===== config.mk =====
export PLATFORM = sky130hd
export DESIGN_NAME = if_stage
export DESIGN_NICKNAME = d
export VERILOG_FILES = /design/src/rtl/ece369_pipe_pkg.sv /design/src/rtl/if_pc_reg.sv /design/src/rtl/if_stage.sv
export SDC_FILE = /design/constraint.sdc
export NUM_CORES = 1
export LEC_CHECK = 0
export ABC_CLOCK_PERIOD_IN_PS = 4800
export CAP_MARGIN = 20
export CORE_MARGIN = 1.5
export CORE_UTILIZATION = 35
export DETAILED_ROUTE_END_ITERATION = 8
export SLEW_MARGIN = 40
export SYNTH_ARGS = -nofsm -noshare
export SYNTH_HDL_FRONTEND = slang
export SYNTH_HIERARCHICAL = 1
export SYNTH_SLANG_ARGS = --single-unit

===== constraint.sdc =====
create_clock -name Clock -period 4.8 [get_ports Clock]
set_clock_uncertainty 0.2 [all_clocks]
set_input_delay 0.96 -clock Clock [delete_from_list [all_inputs] [get_ports Clock]]
set_output_delay 0.96 -clock Clock [all_outputs]
set_load 0.05 [all_outputs]

===== src/rtl/ece369_pipe_pkg.sv =====
// rtl/ece369_pipe_pkg.sv - shared pipeline constants and IF/ID register layout
package ece369_pipe_pkg;

    localparam int PC_W = 32;

    localparam logic [PC_W-1:0] RESET_PC_DEF  = 32'h0000_0000;
    localparam logic [31:0]     NOP_INSTR_DEF = 32'h0000_0000;

    typedef struct packed {
        logic [31:0]     instr;
        logic [PC_W-1:0] pc_plus4;
        logic            valid;
    } if_id_t;

    function automatic logic [PC_W-1:0] word_align(input logic [PC_W-1:0] addr);
        return {addr[PC_W-1:2], 2'b00};
    endfunction

endpackage


===== src/rtl/if_pc_reg.sv =====
// rtl/if_pc_reg.sv - program counter with stall/redirect priority and +4 incrementer
module if_pc_reg
    import ece369_pipe_pkg::*;
#(
    parameter logic [PC_W-1:0] RESET_PC = RESET_PC_DEF
) (
    input  logic            clk,
    input  logic            rst_n,
    input  logic            stall,
    input  logic            redirect,
    input  logic [PC_W-1:0] target,
    output logic [PC_W-1:0] pc,
    output logic [PC_W-1:0] pc_plus4
);

    logic [PC_W-1:0] pc_q;
    logic [PC_W-1:0] pc_d;

    assign pc       = pc_q;
    assign pc_plus4 = pc_q + PC_W'(4);

    // A stall wins over a redirect: the ID operands behind the branch are stale.
    always_comb begin
        pc_d = pc_q;
        if (!stall) begin
            pc_d = redirect ? word_align(target) : pc_plus4;
        end
    end

    always_ff @(posedge clk or negedge rst_n) begin
        if (!rst_n) begin
            pc_q <= RESET_PC;
        end else begin
            pc_q <= pc_d;
        end
    end

endmodule


===== src/rtl/if_stage.sv =====
// rtl/if_stage.sv - IF stage, IF/ID register and stall watchdog; IF_STAGE_PERF_CNT_EN adds perf counters
module if_stage
    import ece369_pipe_pkg::*;
#(
    parameter logic [PC_W-1:0] RESET_PC  = RESET_PC_DEF,
    parameter logic [31:0]     NOP_INSTR = NOP_INSTR_DEF,
    parameter int              MAX_STALL = 8
) (
    input  logic            Clock,
    input  logic            Reset,
    input  logic            Stall_PC,
    input  logic            Stall_ID,
    input  logic            Branch_Taken,
    input  logic [PC_W-1:0] Branch_Target,
    output logic [PC_W-1:0] IMem_Addr,
    input  logic [31:0]     IMem_Instr,
    output logic [31:0]     ID_Instr,
    output logic [PC_W-1:0] ID_PCPlus4,
    output logic            ID_Valid,
    output logic            Stall_Err
`ifdef IF_STAGE_PERF_CNT_EN
    ,
    output logic [31:0]     Stall_Cycles,
    output logic [31:0]     Flush_Count
`endif
);

    localparam logic [7:0] MAX_STALL_C = 8'(MAX_STALL);

    logic [PC_W-1:0] pc;
    logic [PC_W-1:0] pc_plus4;

    if_id_t     if_id_q,     if_id_d;
    logic [7:0] stall_cnt_q, stall_cnt_d;
    logic       stall_err_q, stall_err_d;

    if_pc_reg #(
        .RESET_PC (RESET_PC)
    ) u_pc_reg (
        .clk      (Clock),
        .rst_n    (Reset),
        .stall    (Stall_PC),
        .redirect (Branch_Taken),
        .target   (Branch_Target),
        .pc       (pc),
        .pc_plus4 (pc_plus4)
    );

    assign IMem_Addr  = pc;
    assign ID_Instr   = if_id_q.instr;
    assign ID_PCPlus4 = if_id_q.pc_plus4;
    assign ID_Valid   = if_id_q.valid;
    assign Stall_Err  = stall_err_q;

    // No delay slot: a taken branch squashes the word fetched alongside it.
    always_comb begin
        if_id_d = if_id_q;
        if (!Stall_ID) begin
            if (Branch_Taken) begin
                if_id_d = '{instr: NOP_INSTR, pc_plus4: '0, valid: 1'b0};
            end else begin
                if_id_d = '{instr: IMem_Instr, pc_plus4: pc_plus4, valid: 1'b1};
            end
        end
    end

    always_comb begin
        stall_cnt_d = 8'd0;
        stall_err_d = stall_err_q;
        if (Stall_PC) begin
            stall_cnt_d = (stall_cnt_q < MAX_STALL_C) ? stall_cnt_q + 8'd1 : stall_cnt_q;
            if (stall_cnt_d == MAX_STALL_C) begin
                stall_err_d = 1'b1;
            end
        end
    end

    always_ff @(posedge Clock or negedge Reset) begin
        if (!Reset) begin
            if_id_q     <= '{instr: NOP_INSTR, pc_plus4: '0, valid: 1'b0};
            stall_cnt_q <= 8'd0;
            stall_err_q <= 1'b0;
        end else begin
            if_id_q     <= if_id_d;
            stall_cnt_q <= stall_cnt_d;
            stall_err_q <= stall_err_d;
        end
    end

`ifdef IF_STAGE_PERF_CNT_EN
    logic [31:0] stall_cycles_q, stall_cycles_d;
    logic [31:0] flush_count_q,  flush_count_d;

    always_comb begin
        stall_cycles_d = Stall_PC ? stall_cycles_q + 32'd1 : stall_cycles_q;
        flush_count_d  = (Branch_Taken && !Stall_ID) ? flush_count_q + 32'd1 : flush_count_q;
    end

    always_ff @(posedge Clock or negedge Reset) begin
        if (!Reset) begin
            stall_cycles_q <= 32'd0;
            flush_count_q  <= 32'd0;
        end else begin
            stall_cycles_q <= stall_cycles_d;
            flush_count_q  <= flush_count_d;
        end
    end

    assign Stall_Cycles = stall_cycles_q;
    assign Flush_Count  = flush_count_q;
`endif

endmodule


# After elaboration in Yosys (flattened, before gate mapping)
# Cells that the tools add are included.
[classes]
n_addsub = 2
magnitude_cmp = 1
n_eq_ne = 1
n_mux = 4
n_reduce_logical = 1
[op_table]
columns = ["cell", "count"]
rows = [
  ["two-way mux 65 bit", 1],
  ["adder 32 x 3 -> 32 bit, second input constant", 1],
  ["two-way mux 32 bit", 1],
  ["two-way mux 8 bit", 2],
  ["adder 8 x 1 -> 8 bit, second input constant", 1],
  ["equality test 8 x 4 -> 1 bit, second input constant", 1],
  ["less-than comparator 8 x 4 -> 1 bit, second input constant", 1],
  ["AND reduction 2 bit", 1],
]
[word_totals]
register_bits = 106
elab_cells = 15

# Longest topological paths before layout
# Gate-level depths: netlist of the first run.
[depth]
depth_word = 4
depth_mapped = 9

# Hierarchy
# The synthesis of the first run kept the hierarchy.
[by_module_without_submodules]
columns = ["module", "n_inst", "cells_each", "area_each_um2"]
rows = [
  ["if_stage", 1, 316, 3079.2],
  ["if_pc_reg", 1, 281, 2386.0],
]

# Least setup slack after synthesis of the first run
# Ideal clock, no wire load.
[synth_timing]
path_kind = "register -> register"
start = "register u_pc_reg.pc_q[13], in the netlist u_pc_reg/pc[13]"
end = "register if_id_q, in the netlist ID_PCPlus4[22]"
setup_time_ps = 83
arrival_time_ps = 2050
required_ps = 4517
setup_slack_ps = 2468
path_stages_with_launch = 9
n_path_buf = 2
period_less_slack_ps = 2332
cell_sequence = "dfrtp_1 > buf_2 > and4_4 > nand4_4 > clkbuf_1 > nor3_1 > xor2_1 > nand2b_1 > o21ai_0"
[synth_between]
elab_chain_cells = 2
[synth_lines]
columns = ["item", "line", "text"]
rows = [
  ["from (decl)", "if_pc_reg.sv:16", "logic [PC_W-1:0] pc_q;"],
  ["from (signal assigned)", "if_pc_reg.sv:34", "pc_q <= pc_d;"],
  ["adder 32 x 3 -> 32 bit", "if_pc_reg.sv:20", "assign pc_plus4 = pc_q + PC_W'(4);"],
  ["named net pc_plus4[22]", "if_stage.sv:31", "logic [PC_W-1:0] pc_plus4;"],
  ["two-way mux 65 bit", "if_stage.sv:59", "if (Branch_Taken) begin"],
  ["to (signal assigned)", "if_stage.sv:80", "if_id_q <= '{instr: NOP_INSTR, pc_plus4: '0, valid: 1'b0};"],
  ["to (signal assigned)", "if_stage.sv:84", "if_id_q <= if_id_d;"],
  ["to (decl)", "if_stage.sv:33", "if_id_t if_id_q, if_id_d;"],
]
# The timed path passes the listed nets, and every way through them passes these cells.
# A chain may end at the register's enable or synchronous reset.

# Worst setup path after layout of the first run
[layout_timing]
start = "register u_pc_reg.pc_q[16], in the netlist u_pc_reg/pc[16]"
end = "output port IMem_Addr[16]"
[layout_lines]
columns = ["item", "line", "text"]
rows = [
  ["to (decl)", "if_stage.sv:15", "output logic [PC_W-1:0] IMem_Addr,"],
]
# No word-level cell between the ends.

==> Flow_metrics.wiki, run 1 <==
{| class="wikitable"
! Metric !! Value
|-
| Relative area change from synthesis to final layout || 36.1%
|-
| TritonCTS Buffers || 9
|-
| Internal Power || 1.71 mW
|-
| TritonCTS clock tree || done
|-
| Number of buffers on the longest clock path || 2
|-
| Total Wirelength || 15500 um
|-
| Seq. cell area || 2600 um^2
|-
| WL met2 || 7000 um
|-
| Share of total power consumed by net switching || 37.4%
|-
| Number of unique standard cell types used by synthesis || 62
|-
| FILL cells || 1468
|-
| Number of detailed-route iterations in the first pass || 5
|-
| Top-level port count || 167
|-
| CTS hold repair buffers || 0
|-
| Portion of total power attributed to combinational logic || 32.2%
|-
| Fraction of power consumed by sequential logic || 39.8%
|-
| Number of cells upsized or downsized after cts || 0
|-
| Standard cell with the maximum stage delay on the critical path || clkdlybuf4s50_1
|-
| Series of cell instances along the critical path || clkdlybuf4s50_1
|-
| Initial Util || 36.0%
|-
| Number of placement rows || 45
|-
| CP required || 3.64 ns
|-
| Number of hold violations in the final report || 0
|-
| Place WS || 1.59 ns
|-
| Number of pins exceeding their max-slew limit in the final report || 0
|-
| DRC violations left || 0
|-
| Buffer type at the clock tree root || clkbuf_16
|-
| Bufs and invs on worst path || 1
|-
| Deepest level of the CTS H-tree || 3
|-
| Skew-Pair Late Insertion Delay || 0.35 ns
|-
| Critical path endpoint category || primary output
|-
| Mean instance size in the synthesized netlist || 9.15 um^2
|-
| Result of the run || complete, no violations
|-
| Biggest cell delay along the critical path || 0.90 ns
|-
| Number of enable-type register cells in the synthesized netlist || 0
|-
| Setup WS post-layout || 1.85 ns
|-
| Clock power share || 28.1%
|-
| Async set-reset flop share out of synthesis || 100%
|-
| Cells after synthesis || 597
|-
| Die width || 128 um
|-
| Type of the tightest min-delay check || reg2reg
|-
| Final Hold Slack || 0.271 ns
|-
| Largest delay share family, worst path || buffers and inverters
|-
| DPL Wire Length || 10600 um
|-
| Count of endpoints failing setup in the final report || 0
|-
| Number of max-cap violations || 0
|-
| Global-route usage over all layers || 19.2%
|-
| Die H || 128 um
|-
| Maximum net fanout on the critical path || 9
|-
| Period utilisation layout || 61.5%
|-
| Die footprint || 16400 um^2
|-
| Antenna violations before repair || 0
|-
| Diodes inserted || 0
|-
| Count of port buffers added during placement || 162
|-
| Worst path arrival time || 1.79 ns
|-
| Post-Syn Area || 5470 um^2
|-
| Core Footprint || 15200 um^2
|-
| Sequential element share of the synthesized area || 47.6%
|-
| Class of the most critical setup path || reg2out
|-
| Switching power of the nets || 1.02 mW
|-
| Clock transition at the registers of the reported paths || 0.07 ns
|-
| Clock tree sinks || 104
|-
| Power density over cell area || 367 nW/um^2
|-
| Proportion of layout cells with a drive suffix above 1 || 5.06%
|-
| Unrepaired setup endpoints after global routing || no
|-
| Peak Freq || 0.339 GHz
|-
| Number of flip-flops and latches in the synthesized netlist || 104
|-
| Vias in the first global route || 4661
|-
| First DRT Iteration DRCs || 349
|-
| Vias/cell || 5.26
|-
| Pin count of the biggest net entering global routing || 131
|-
| Met3 WL || 758 um
|-
| DR top layer || met4
|-
| Detailed-route via count || 4838
|-
| Leakage power figure || 2.95 nW
|-
| Slew at the pin closest to its max-slew limit || 0.765 ns
|-
| Final TNS setup || 0 ns
|-
| Leading register cell type out of synthesis || dfrtp_1
|-
| Rel. slew slack || 49.0%
|-
| Antenna Nets Post-Route || 0
|-
| Last weighted congestion value of the routability-driven placer || 0.793
|-
| Area of the multi-input gates || 2620 um^2
|-
| Wire length per cell || 16.9 um
|-
| Highest ir drop seen on vdd || 0.188 mV
|-
| Power consumption || 2.73 mW
|-
| Length of routed wiring on met1 || 7370 um
|-
| Final Critical Period || 2.95 ns
|-
| First-pass GRT wire length || 24700 um
|-
| Post-CTS setup repair buffer count || 0
|-
| Net total in the final layout || 797
|-
| Total congestion overflow after global routing || 0
|-
| Category of the worst setup path launch point || flop
|-
| Yosys Warn Count || 6
|}
## power by group through the flow
stage                     registers [mW]  logic [mW]  clock network (mW)
after floorplan                     1.40       0.242                   0
after global placement              1.10       0.876                   0
after detailed placement            1.10       0.883                   0
after CTS                           1.09       0.886               0.792
after global routing                1.11       0.934               0.824
final                               1.09       0.879               0.767
## worst paths after layout
check	from	slack, ns	cells after the start	endpoint
worst max-delay path	u_pc_reg/pc[16]	1.85	1	IMem_Addr[16]
worst min-delay path	Stall_Err	0.27	1	Stall_Err
worst max register to register	u_pc_reg/pc[2]	2.23	7	ID_PCPlus4[26]
worst min register to register	Stall_Err	0.27	1	Stall_Err
max in group asynchronous	Reset	3.23	2	ID_Instr[17]
min in group asynchronous	Reset	0.30	1	Stall_Err
## routing by layer
layer  global-route usage [%]  vias up
li1                         -     2358
met1                     26.4     2269
met2                     30.3      184
met3                     2.71       27
met4                     8.39        0
met5                        0        -
## flip-flops by register name, summed over array words and instances, names as in the netlist
| register | flops |
|---|---|
| ID_Instr | 32 |
| ID_PCPlus4 | 32 |
| u_pc_reg/pc | 30 |
| stall_cnt_q | 8 |
| ID_Valid | 1 |
| Stall_Err | 1 |
## logic make-up after synthesis
family	synth area share [%]
and+or+nand+nor	25.2
adders and majority gates	0.458
buffers and inverters	4.69
DFF	47.6
muxes	0.572
AOI/OAI and AO/OA	16.8
other	0.0686
xor gates and xnor gates	4.65
## cell usage in the layout, fill, tap and decap left out, drive strengths merged, types with 2 or more instances in the layout
cell,count
a21oi,14
a22oi,15
a41o,3
and2,5
and3,6
and4,3
buf,8
clkbuf,11
clkdlybuf4s50,159
clkinv,4
conb,4
dfrtp,104
ha,2
inv,5
mux2i,2
nand2,85
nand2b,66
nand3,23
nand4,16
nor2,18
nor2b,3
nor3,9
nor4,4
o211ai,7
o21a,2
o21ai,79
o2bb2ai,2
o311ai,14
o31a,2
o31ai,2
or2,2
or3,5
or4,3
or4b,2
xnor2,21
xor2,8
## synth_stat cells, types with 7 or more instances
library cell / instances / area (um^2)
a22oi_1: 15 / 113
clkbuf_1: 34 / 128
dfrtp_1: 104 / 2600
nand4_1: 15 / 93.8
nand2b_1: 66 / 413
o311ai_1: 13 / 114
nand3_1: 21 / 105
o21ai_0: 79 / 395
o211ai_1: 7 / 52.6
nor3_1: 7 / 35.0
a21oi_1: 14 / 70.1
xor2_1: 8 / 70.1
nand2_1: 85 / 319
buf_2: 8 / 40.0
nor2_1: 18 / 67.6
xnor2_1: 21 / 184
## through the flow
step / utilization (%) / cells / area [um^2]
global route: 48.9 / 919 / 7440
finish: 48.9 / 919 / 7440
detailed placement: 46.9 / 903 / 7130
CTS: 48.9 / 919 / 7440
floorplan: - / 600 / 5480
global placement: 46.9 / 903 / 7120
## area by class of cell
type / count / share of cell area (%)
tap: 188 / 3.16
multi-input combinational: 439 / 35.3
timing repair buffer: 167 / 22.2
sequential: 104 / 35.0
clock inverter: 5 / 0.874
clock buffer: 11 / 3.26
inverter: 5 / 0.252
Power figures use the tool's default switching activity.
==> run 2, diff against run 1 <==
Settings changed: ABC_CLOCK_PERIOD_IN_PS 4800 to 2500, PLACE_DENSITY set to 0.65.
Clock period 4.8 ns to 2.5 ns, I/O delays scaled along.
==> run 2 against run 1 <==
Net effect:
- clock-buffer cell count unchanged
- critical path depth unchanged
- cell area increased by 2.3%
- cell count increased by 2.2%
- via count increased by 1.9%
- worst hold slack got worse by 0.00066 ns
- critical path type unchanged
==> Flow_metrics.wiki, run 2 (same netlist as run 1, synthesis figures left out) <==
{| class="wikitable"
! Metric !! Value
|-
| Result of the run || complete, no violations (unchanged)
|-
| Most common cell after layout, fill and taps aside || clkdlybuf4s50_1 (unchanged)
|-
| DPL Wire Length || 11100 um (was 10600 um)
|-
| Clock transition at the registers of the reported paths || 0.07 ns (about the same)
|-
| Switching power of the nets || 1.96 mW (was 1.02 mW)
|-
| Rel. slew slack || 61.4% (was 49.0%)
|-
| Detailed-route via count || 4928 (was 4838)
|-
| Clock tree sinks || 104 (unchanged)
|-
| Slew at the pin closest to its max-slew limit || 0.577 ns (was 0.765 ns)
|-
| Net total in the final layout || 818 (was 797)
|-
| Biggest cell delay along the critical path || 0.88 ns (was 0.90 ns)
|-
| Place WS || 0.213 ns (was 1.59 ns)
|-
| Bufs and invs on worst path || 1 (unchanged)
|-
| Portion of total power attributed to combinational logic || 33.1% (was 32.2%)
|-
| Pin count of the biggest net entering global routing || 131 (unchanged)
|-
| Initial Util || 36.0% (unchanged)
|-
| Number of detailed-route iterations in the first pass || 5 (unchanged)
|-
| Number of max-cap violations || 0 (unchanged)
|-
| First DRT Iteration DRCs || 335 (was 349)
|-
| Met3 WL || 930 um (was 758 um)
|-
| Antenna Nets Post-Route || 0 (unchanged)
|-
| Number of hold violations in the final report || 0 (unchanged)
|-
| First-pass GRT wire length || 24800 um (was 24700 um)
|-
| Origin of the worst min-delay path || Stall_Err (unchanged)
|-
| Die width || 128 um (unchanged)
|-
| Die H || 128 um (unchanged)
|-
| Wire length per cell || 16.6 um (was 16.9 um)
|-
| Diodes inserted || 0 (unchanged)
|-
| Final TNS setup || 0 ns (unchanged)
|-
| Total congestion overflow after global routing || 0 (unchanged)
|-
| Period utilisation layout || 97.8%
|-
| Global-route usage over all layers || 19.1% (was 19.2%)
|-
| Unrepaired setup endpoints after global routing || no (unchanged)
|-
| Last weighted congestion value of the routability-driven placer || 0.857 (was 0.793)
|-
| Most used cells in the layout excluding fill and tap cells || 154 x clkdlybuf4s50_1, 104 x dfrtp_1, 85 x nand2_1, 79 x o21ai_0, 66 x nand2b_1 (was 159 x clkdlybuf4s50_1, 104 x dfrtp_1, 85 x nand2_1, 79 x o21ai_0, 66 x nand2b_1)
|-
| Seq. cell area || 2600 um^2 (unchanged)
|-
| Antenna violations before repair || 0 (unchanged)
|-
| Final Critical Period || 2.45 ns
|-
| DR top layer || met4 (unchanged)
|-
| Number of stages on the worst hold path || 1 (unchanged)
|-
| Number of buffers on the longest clock path || 2 (unchanged)
|-
| Length of routed wiring on met1 || 7440 um (was 7370 um)
|-
| Area of the multi-input gates || 2620 um^2 (about the same)
|-
| TritonCTS Buffers || 9 (unchanged)
|-
| Clock power share || 27.5% (was 28.1%)
|-
| Type of the tightest min-delay check || reg2reg (unchanged)
|-
| Setup WS post-layout || 0.0548 ns (was 1.85 ns)
|-
| Category of the worst setup path launch point || flop (unchanged)
|-
| Proportion of layout cells with a drive suffix above 1 || 8.12% (was 5.06%)
|-
| R2r startpoint || u_pc_reg/pc[14] (was u_pc_reg/pc[2])
|-
| WL met2 || 6870 um (was 7000 um)
|-
| Worst R2R Setup Slack || 0.26 ns (was 2.23 ns)
|-
| TritonCTS clock tree || done (unchanged)
|-
| Deepest level of the CTS H-tree || 3 (unchanged)
|-
| Highest ir drop seen on vdd || 0.348 mV (was 0.188 mV)
|-
| Count of port buffers added during placement || 162 (unchanged)
|-
| Vias/cell || 5.25 (was 5.26)
|-
| Worst path arrival time || 1.75 ns (was 1.79 ns)
|-
| FILL cells || 1392 (was 1468)
|-
| Standard cell with the maximum stage delay on the critical path || clkdlybuf4s50_1 (unchanged)
|-
| Top-level port count || 167 (unchanged)
|-
| Power density over cell area || 692 nW/um^2 (was 367 nW/um^2)
|-
| Largest delay share family, worst path || buffers and inverters (unchanged)
|-
| Count of endpoints failing setup in the final report || 0 (unchanged)
|-
| Skew-Pair Late Insertion Delay || 0.35 ns (about the same)
|-
| Vias in the first global route || 4725 (was 4661)
|-
| Class of the most critical setup path || reg2out (unchanged)
|-
| Leakage power figure || 3.06 nW (was 2.95 nW)
|-
| Die footprint || 16400 um^2 (unchanged)
|-
| Critical path endpoint category || primary output (unchanged)
|-
| CP required || 1.80 ns (was 3.64 ns)
|-
| DRC violations left || 0 (unchanged)
|-
| Total Wirelength || 15600 um (was 15500 um)
|-
| Series of cell instances along the critical path || clkdlybuf4s50_1 (unchanged)
|-
| Internal Power || 3.30 mW (was 1.71 mW)
|-
| Endpoint of the most critical register-to-register path || ID_PCPlus4[24] (was ID_PCPlus4[26])
|-
| Fraction of power consumed by sequential logic || 39.4% (was 39.8%)
|-
| Peak Freq || 0.409 GHz
|-
| Relative area change from synthesis to final layout || 39.3% (was 36.1%)
|-
| Worst reg-to-reg path cell count || 6 (was 7)
|-
| Buffer type at the clock tree root || clkbuf_16 (unchanged)
|-
| Number of pins exceeding their max-slew limit in the final report || 0 (unchanged)
|-
| Number of placement rows || 45 (unchanged)
|-
| Destination of the worst hold path || Stall_Err (unchanged)
|-
| Share of total power consumed by net switching || 37.3% (was 37.4%)
|-
| Core Footprint || 15200 um^2 (unchanged)
|-
| Maximum net fanout on the critical path || 7 (was 9)
|}
-- run 2: metrics by stage --
step	utilization, %	hold WS, ns	area, um^2	cells	power, mW
CTS	50.0	0.271	7610	939	5.31
global placement	48.0	0.257	7300	923	3.83
floorplan	-	0.00441	5480	600	3.15
global route	50.1	0.301	7610	939	5.51
finish	50.1	0.271	7610	939	5.27
detailed placement	48.0	0.257	7300	923	3.85
-- run 2: what timing repair did --
action | 4_1_cts | 5_1_grt
setup endpoints to repair | 0 | 3
resized for setup | 0 | 2
hold buffers | 1 | 0
setup buffers | 0 | 0
hold endpoints to repair | 31 | 0
-- run 2: area by class of cell --
type	count	share of cell area (%)
Multi-Input combinational cell	439	34.4
Sequential cell	104	34.2
Timing Repair Buffer	188	24.2
Clock buffer	11	3.19
Tap cell	188	3.09
Clock inverter	4	0.723
Inverter	5	0.247
-- run 2: how the worst max path moves through the flow --
stage | startpoint | to | depth (start not counted)
after floorplan | u_pc_reg/pc[13] | ID_PCPlus4[22] | 8
after global placement | Stall_PC | u_pc_reg/pc[23] | 6
after detailed placement | Stall_PC | u_pc_reg/pc[23] | 6
after CTS | u_pc_reg/pc[9] | IMem_Addr[9] | 1
after global routing | u_pc_reg/pc[27] | IMem_Addr[27] | 1
final | u_pc_reg/pc[27] | IMem_Addr[27] | 1
-- run 2: metal layers --
layer / track usage [%] / vias up
met5: 0 / -
met4: 7.53 / 0
met3: 4.05 / 31
met2: 29.3 / 201
met1: 26.3 / 2312
li1: - / 2384
-- run 2: power groups by stage --
stage          registers [mW]  clock network, mW  logic (mW)
2_1_floorplan            2.69                  0       0.465
3_3_place_gp             2.09                  0        1.73
3_5_place_dp             2.10                  0        1.75
4_1_cts                  2.07               1.48        1.75
5_1_grt                  2.11               1.56        1.84
6_report                 2.07               1.45        1.74
==> run 3, diff against run 2 <==
Settings changed: HOLD_SLACK_MARGIN set to 0.03.
==> results of run 3 <==
No change in the layout: final DEF, timing and power equal those of run 2.
